<file path="config.mk">
export PLATFORM = sky130hd
export DESIGN_NAME = packet_fifo
export DESIGN_NICKNAME = d
export VERILOG_FILES = /design/src/rtl/packet_fifo.sv
export SDC_FILE = /design/constraint.sdc
export NUM_CORES = 1
export LEC_CHECK = 0
export ABC_AREA = 1
export BUFFER_PORTS_ARGS = -buffer_cell sky130_fd_sc_hd__buf_4
export CAP_MARGIN = 40
export CORE_MARGIN = 2
export CORE_UTILIZATION = 35
export DETAILED_ROUTE_END_ITERATION = 8
export GPL_TIMING_DRIVEN = 0
export HOLD_SLACK_MARGIN = 0.03
export PLACE_DENSITY_LB_ADDON = 0.1
export SLEW_MARGIN = 15
export SYNTH_ARGS = -nofsm -noshare
export SYNTH_HDL_FRONTEND = slang
export SYNTH_SLANG_ARGS = --single-unit
</file>
<file path="constraint.sdc">
create_clock -name clock -period 8.2 [get_ports clock]
set_input_delay 1.64 -clock clock [delete_from_list [all_inputs] [get_ports clock]]
set_output_delay 1.64 -clock clock [all_outputs]
set_load 0.02 [all_outputs]
</file>
<file path="src/rtl/packet_fifo.sv">
// packet_fifo: frame-aware synchronous FIFO.
// Each entry holds {last, data}. A frame only becomes visible to the reader
// when its last word is written (commit pointer advances). An uncommitted
// frame is discarded on abort or overflow by rewinding the write pointer to
// the commit pointer, so committed words are never disturbed.
module packet_fifo #(
  parameter int WIDTH       = 8,
  parameter int DEPTH       = 16,
  parameter int ALMOST_FULL = 12
) (
  input  logic                     clock,
  input  logic                     reset_n,
  input  logic [WIDTH-1:0]         write_data,
  input  logic                     write_last,
  input  logic                     write_enable,
  input  logic                     write_abort,
  input  logic                     read_enable,
  output logic [WIDTH-1:0]         read_data,
  output logic                     read_last,
  output logic                     read_valid,
  output logic                     is_empty,
  output logic                     is_full,
  output logic                     almost_full,
  output logic [$clog2(DEPTH):0]   level,
  output logic                     drop_pulse
);

  localparam int AW = $clog2(DEPTH);
  localparam logic [AW:0] PTR_ONE   = (AW+1)'(1);
  localparam logic [AW:0] PTR_DEPTH = (AW+1)'(DEPTH);
  localparam logic [AW:0] PTR_AF    = (AW+1)'(ALMOST_FULL);

  // Pointers carry one extra wrap bit so full and empty are distinguishable.
  logic [AW:0]      wr_ptr_q, wr_ptr_d;
  logic [AW:0]      cm_ptr_q, cm_ptr_d;
  logic [AW:0]      rd_ptr_q, rd_ptr_d;
  logic             ovf_q, ovf_d;
  logic             drop_q, drop_d;
  logic [WIDTH-1:0] rdata_q, rdata_d;
  logic             rlast_q, rlast_d;
  logic             rvalid_q, rvalid_d;

  // Storage is deliberately not reset; the pointers define what is valid.
  logic [WIDTH:0]   mem_q [DEPTH];

  logic [AW:0]      occupancy;
  logic             wr_accept;
  logic             rd_accept;

  // Flags derived purely from the pointers; occupancy includes uncommitted words.
  always_comb begin
    occupancy   = wr_ptr_q - rd_ptr_q;
    is_full     = (occupancy == PTR_DEPTH);
    almost_full = (occupancy >= PTR_AF);
    level       = cm_ptr_q - rd_ptr_q;
    is_empty    = (cm_ptr_q == rd_ptr_q);
  end

  // Write side: accept, commit on last word, or rewind on abort/overflow end.
  always_comb begin
    wr_ptr_d  = wr_ptr_q;
    cm_ptr_d  = cm_ptr_q;
    ovf_d     = ovf_q;
    drop_d    = 1'b0;
    wr_accept = 1'b0;
    if (write_abort) begin
      // Abort wins over any same-cycle write.
      wr_ptr_d = cm_ptr_q;
      ovf_d    = 1'b0;
      drop_d   = 1'b1;
    end else if (write_enable) begin
      if (ovf_q || is_full) begin
        // Frame cannot fit: swallow words until its last one, then rewind.
        if (write_last) begin
          wr_ptr_d = cm_ptr_q;
          ovf_d    = 1'b0;
          drop_d   = 1'b1;
        end else begin
          ovf_d = 1'b1;
        end
      end else begin
        wr_accept = 1'b1;
        wr_ptr_d  = wr_ptr_q + PTR_ONE;
        if (write_last) begin
          cm_ptr_d = wr_ptr_q + PTR_ONE;
        end
      end
    end
  end

  // Read side: one-cycle latency registered output, held when idle.
  always_comb begin
    rd_accept = read_enable & ~is_empty;
    rd_ptr_d  = rd_ptr_q;
    rdata_d   = rdata_q;
    rlast_d   = rlast_q;
    rvalid_d  = 1'b0;
    if (rd_accept) begin
      rd_ptr_d = rd_ptr_q + PTR_ONE;
      rdata_d  = mem_q[rd_ptr_q[AW-1:0]][WIDTH-1:0];
      rlast_d  = mem_q[rd_ptr_q[AW-1:0]][WIDTH];
      rvalid_d = 1'b1;
    end
  end

  // State registers with asynchronous active-low reset.
  always_ff @(posedge clock or negedge reset_n) begin
    if (!reset_n) begin
      wr_ptr_q <= '0;
      cm_ptr_q <= '0;
      rd_ptr_q <= '0;
      ovf_q    <= 1'b0;
      drop_q   <= 1'b0;
      rdata_q  <= '0;
      rlast_q  <= 1'b0;
      rvalid_q <= 1'b0;
    end else begin
      wr_ptr_q <= wr_ptr_d;
      cm_ptr_q <= cm_ptr_d;
      rd_ptr_q <= rd_ptr_d;
      ovf_q    <= ovf_d;
      drop_q   <= drop_d;
      rdata_q  <= rdata_d;
      rlast_q  <= rlast_d;
      rvalid_q <= rvalid_d;
    end
  end

  // Storage array write port.
  always_ff @(posedge clock) begin
    if (wr_accept) begin
      mem_q[wr_ptr_q[AW-1:0]] <= {write_last, write_data};
    end
  end

  assign read_data  = rdata_q;
  assign read_last  = rlast_q;
  assign read_valid = rvalid_q;
  assign drop_pulse = drop_q;

endmodule
</file>
==> results.md <==
- Outcome: finished, final reports clean
- FILL cells: 1899
- Slew @ Worst Pin: 772 ps
- Post-CTS Hold Buffers: 0
- Initial core utilization: 35.6%
- Crit share post-route: 56.0%
- WL met3: 860 um
- Clock Path Buffers: 2
- Die Span Y: 148 um
- Syn avg cell area: 11.8 um2
- Share of layout cells above drive strength 1: 13.4%
- Number of flops mapped to enable cells by yosys: 144
- Num CTS Buffers: 17
- Post-layout util: 42.3%
- Layout Skew: 7.88 ps
- Fmax achieved: 0.218 GHz
- Area Overhead vs Synth: 18.7%
- Dpl hpwl: 13600 um
- Final min period: 4590 ps
- Hold Violations, Final: 0
- Uppermost layer routed: met4
- Synth top area share: 60.0%
- Core Box Area: 20200 um2
- Cell Pwr Density: 385 nW/um2
- Synthesized area: 7210 um2
- Nature of the critical path startpoint: register
- Distinct cells, synth: 29
- Gr usage total: 18.4%
- Synth warn: 0
- RSZ-0062 raised after global routing: false
- First-pass GRT wire length: 29400 um
- Clk slew on worst S/H paths: 60 ps
- # DRC: 0
- Critical Path End Type: output pin
- Fin Setup TNS: 0 ps
- H-tree levels: 4
- CP required: 6560 ps
- Cts repair resizes: 0
- Drt total wl: 19100 um
- Worst VDD drop: 0.167 mV
- Net Count, Synth: 638
- Final setup viols: 0
- Diodes inserted: 0
- Via density: 5.12
- WS Path Type: reg2out
- Std-Cell Rows: 52
- Met2 Wirelength: 9000 um
- Yosys reg bits: 171
- Clk sink count: 171
- RD Place Congestion: 0.837
- Grt total ovfl: 0
- Top_reg_cell synth: edfxtp_1
- Number of global-route vias before repair: 4867
- Die ar.: 21800 um2
- Final Max Tran Viols: 0
- CP dominant cell by count: nand2_1
- Top cells by area, synth: edfxtp_1 60%, dfrtp_1 9.4%, o21ai_0 5.4%
- Cell count after synthesis: 610
- CTS root buf: clkbuf_16
- Starting DRT DRC Count: 443
- Largest net degree at the start of global routing: 28
- Port bufs: 32
- Vias: 4910
- Async SR Flop Fraction: 15.8%
- CTS tree: built
- Critical path buffer and inverter count: 6
- Top cell type by total area after synthesis: edfxtp_1
- Pleak: 0.00314 uW
- Worst path max stage delay: 440 ps
- Crit-path slowest cell: dfrtp_1
- Worst Path Max Fanout: 11
- First-pass DRT Iterations: 5
- Worst skew pair latency: 430 ps
- Initial antenna violation count: 0
- Wire per inst: 20.0 um
- Post-CTS setup buffer count: 0
- Worst Path Arrival: 2950 ps
- # Max-Cap Violations: 0
- Die width: 148 um
- Met1 Routed Length: 8910 um
- Final #Nets: 705
- Worst path cell trace: clkbuf_1, inv_1, buf_2, buf_2, ha_1, nand2_1, nand2_1, nand2_1, nand2_1, nand2_1, nor2_1, nand2_2, inv_1, buf_4
- IO Pins: 33
- Sequential-to-total area share from yosys stat: 69.4%
- Slew headroom: 48.4%
- Detail Route Antenna Nets: 0
- Cell family with most CP delay: buffers and inverters
- HP Class: reg2reg
## placed cells by master, fill, tap and decap left out, types with 6 or more instances in the layout
cell type / synthesis / routed
ha_1: 13 / 13
nand2_1: 71 / 71
xor2_1: 8 / 8
inv_1: 33 / 33
nand4_1: 6 / 6
nor2_1: 103 / 103
clkbuf_1: 22 / 25
nand3_1: 23 / 23
o22ai_1: 25 / 25
o21ai_0: 78 / 78
dfrtp_1: 27 / 27
clkbuf_16: 0 / 17
a31oi_1: 7 / 7
buf_4: 1 / 48
edfxtp_1: 144 / 144
o221ai_1: 12 / 12
a21oi_1: 10 / 10
## cell usage after synthesis (2+ instances only)
| master | instances |
|---|---|
| a21oi_1 | 10 |
| a31oi_1 | 7 |
| buf_2 | 5 |
| clkbuf_1 | 22 |
| clkinv_1 | 2 |
| dfrtp_1 | 27 |
| edfxtp_1 | 144 |
| ha_1 | 13 |
| inv_1 | 33 |
| inv_2 | 2 |
| nand2_1 | 71 |
| nand2_2 | 2 |
| nand3_1 | 23 |
| nand4_1 | 6 |
| nor2_1 | 103 |
| nor3_1 | 3 |
| o21ai_0 | 78 |
| o221ai_1 | 12 |
| o22a_1 | 3 |
| o22ai_1 | 25 |
| xnor2_1 | 4 |
| xor2_1 | 8 |
## power by group
group          switching, uW  leakage (uW)  total (uW)  internal, uW
combinational            867       0.00123        1310           441
clock                    327      0.000294         867           539
sequential              78.1       0.00162        1120          1040
total                   1270       0.00314        3300          2020
## worst reg2reg max path, delay by kind of cell (launching register included)
| kind | cells | cell delay [ps] |
|---|---|---|
| fa+ha+maj | 1 | 330 |
| buf+inv | 5 | 1220 |
| flops | 1 | 440 |
| simple gates | 11 | 1670 |
## layer usage
| layer | vias to the layer above | GRT usage [%] |
|---|---|---|
| met5 | - | 0 |
| met4 | 0 | 5.91 |
| met3 | 22 | 3.73 |
| met2 | 132 | 29.0 |
| met1 | 2436 | 25.7 |
| li1 | 2320 | - |
## per-stage QoR
| step | instance area (um2) | setup slack, ps | hold slack [ps] | cells | power [uW] |
|---|---|---|---|---|---|
| 5_1_grt | 8560 | 3280 | 535 | 959 | 3500 |
| 6_report | 8560 | 3610 | 518 | 959 | 3300 |
| 3_5_place_dp | 7920 | 4010 | 503 | 927 | 2450 |
| 4_1_cts | 8550 | 3540 | 521 | 958 | 3320 |
| 2_1_floorplan | 7210 | 4590 | 464 | 610 | 1950 |
| 3_3_place_gp | 7790 | 3760 | 504 | 912 | 2420 |
## cells by family after synthesis
| family | count (synthesis) | share of synthesized area [%] |
|---|---|---|
| AO/OA/AOI/OAI | 137 | 11.0 |
| adder cells (fa/ha/maj) | 14 | 2.53 |
| XOR/XNOR | 12 | 1.46 |
| flip-flops | 171 | 69.4 |
| AND/OR/NAND/NOR | 211 | 12.2 |
| buffers and inverters | 65 | 3.52 |
## flip-flops by register name, indices dropped and copies added (netlist names)
register    flops
mem_q         144
read_data       8
cm_ptr_q        5
rd_ptr_q        5
wr_ptr_q        5
drop_pulse      1
ovf_q           1
read_last       1
read_valid      1
## worst paths after layout
path | slack, ps | startpoint | end | cells after the start
hold reg to reg | 520 | cm_ptr_q[1]$_DFFE_PN0P_ | cm_ptr_q[1]$_DFFE_PN0P_ | 2
hold / removal | 520 | cm_ptr_q[1]$_DFFE_PN0P_ | cm_ptr_q[1]$_DFFE_PN0P_ | 2
min in group asynchronous | 1140 | reset_n | wr_ptr_q[4]$_DFFE_PN0P_ | 1
max in group asynchronous | 6750 | reset_n | read_data[3]$_DFFE_PN0P_ | 1
setup / recovery | 3610 | rd_ptr_q[1]$_DFFE_PN0P_ | is_full | 14
setup reg to reg | 4270 | rd_ptr_q[1]$_DFFE_PN0P_ | mem_q[13][3]$_DFFE_PP_ | 17
## area by class of cell
class                           instances  area [um2]  area share [%]
Sequential cell                       171        5000            58.4
Multi-Input combinational cell        374        1970            23.0
Clock buffer                           20         437            5.10
Timing Repair Buffer                   48         364            4.26
Tap cell                              270         338            3.95
Clock inverter                         11         194            2.27
Inverter                               37         139            1.62
Buffer                                 28         115            1.35
Power figures use the tool's default switching activity.
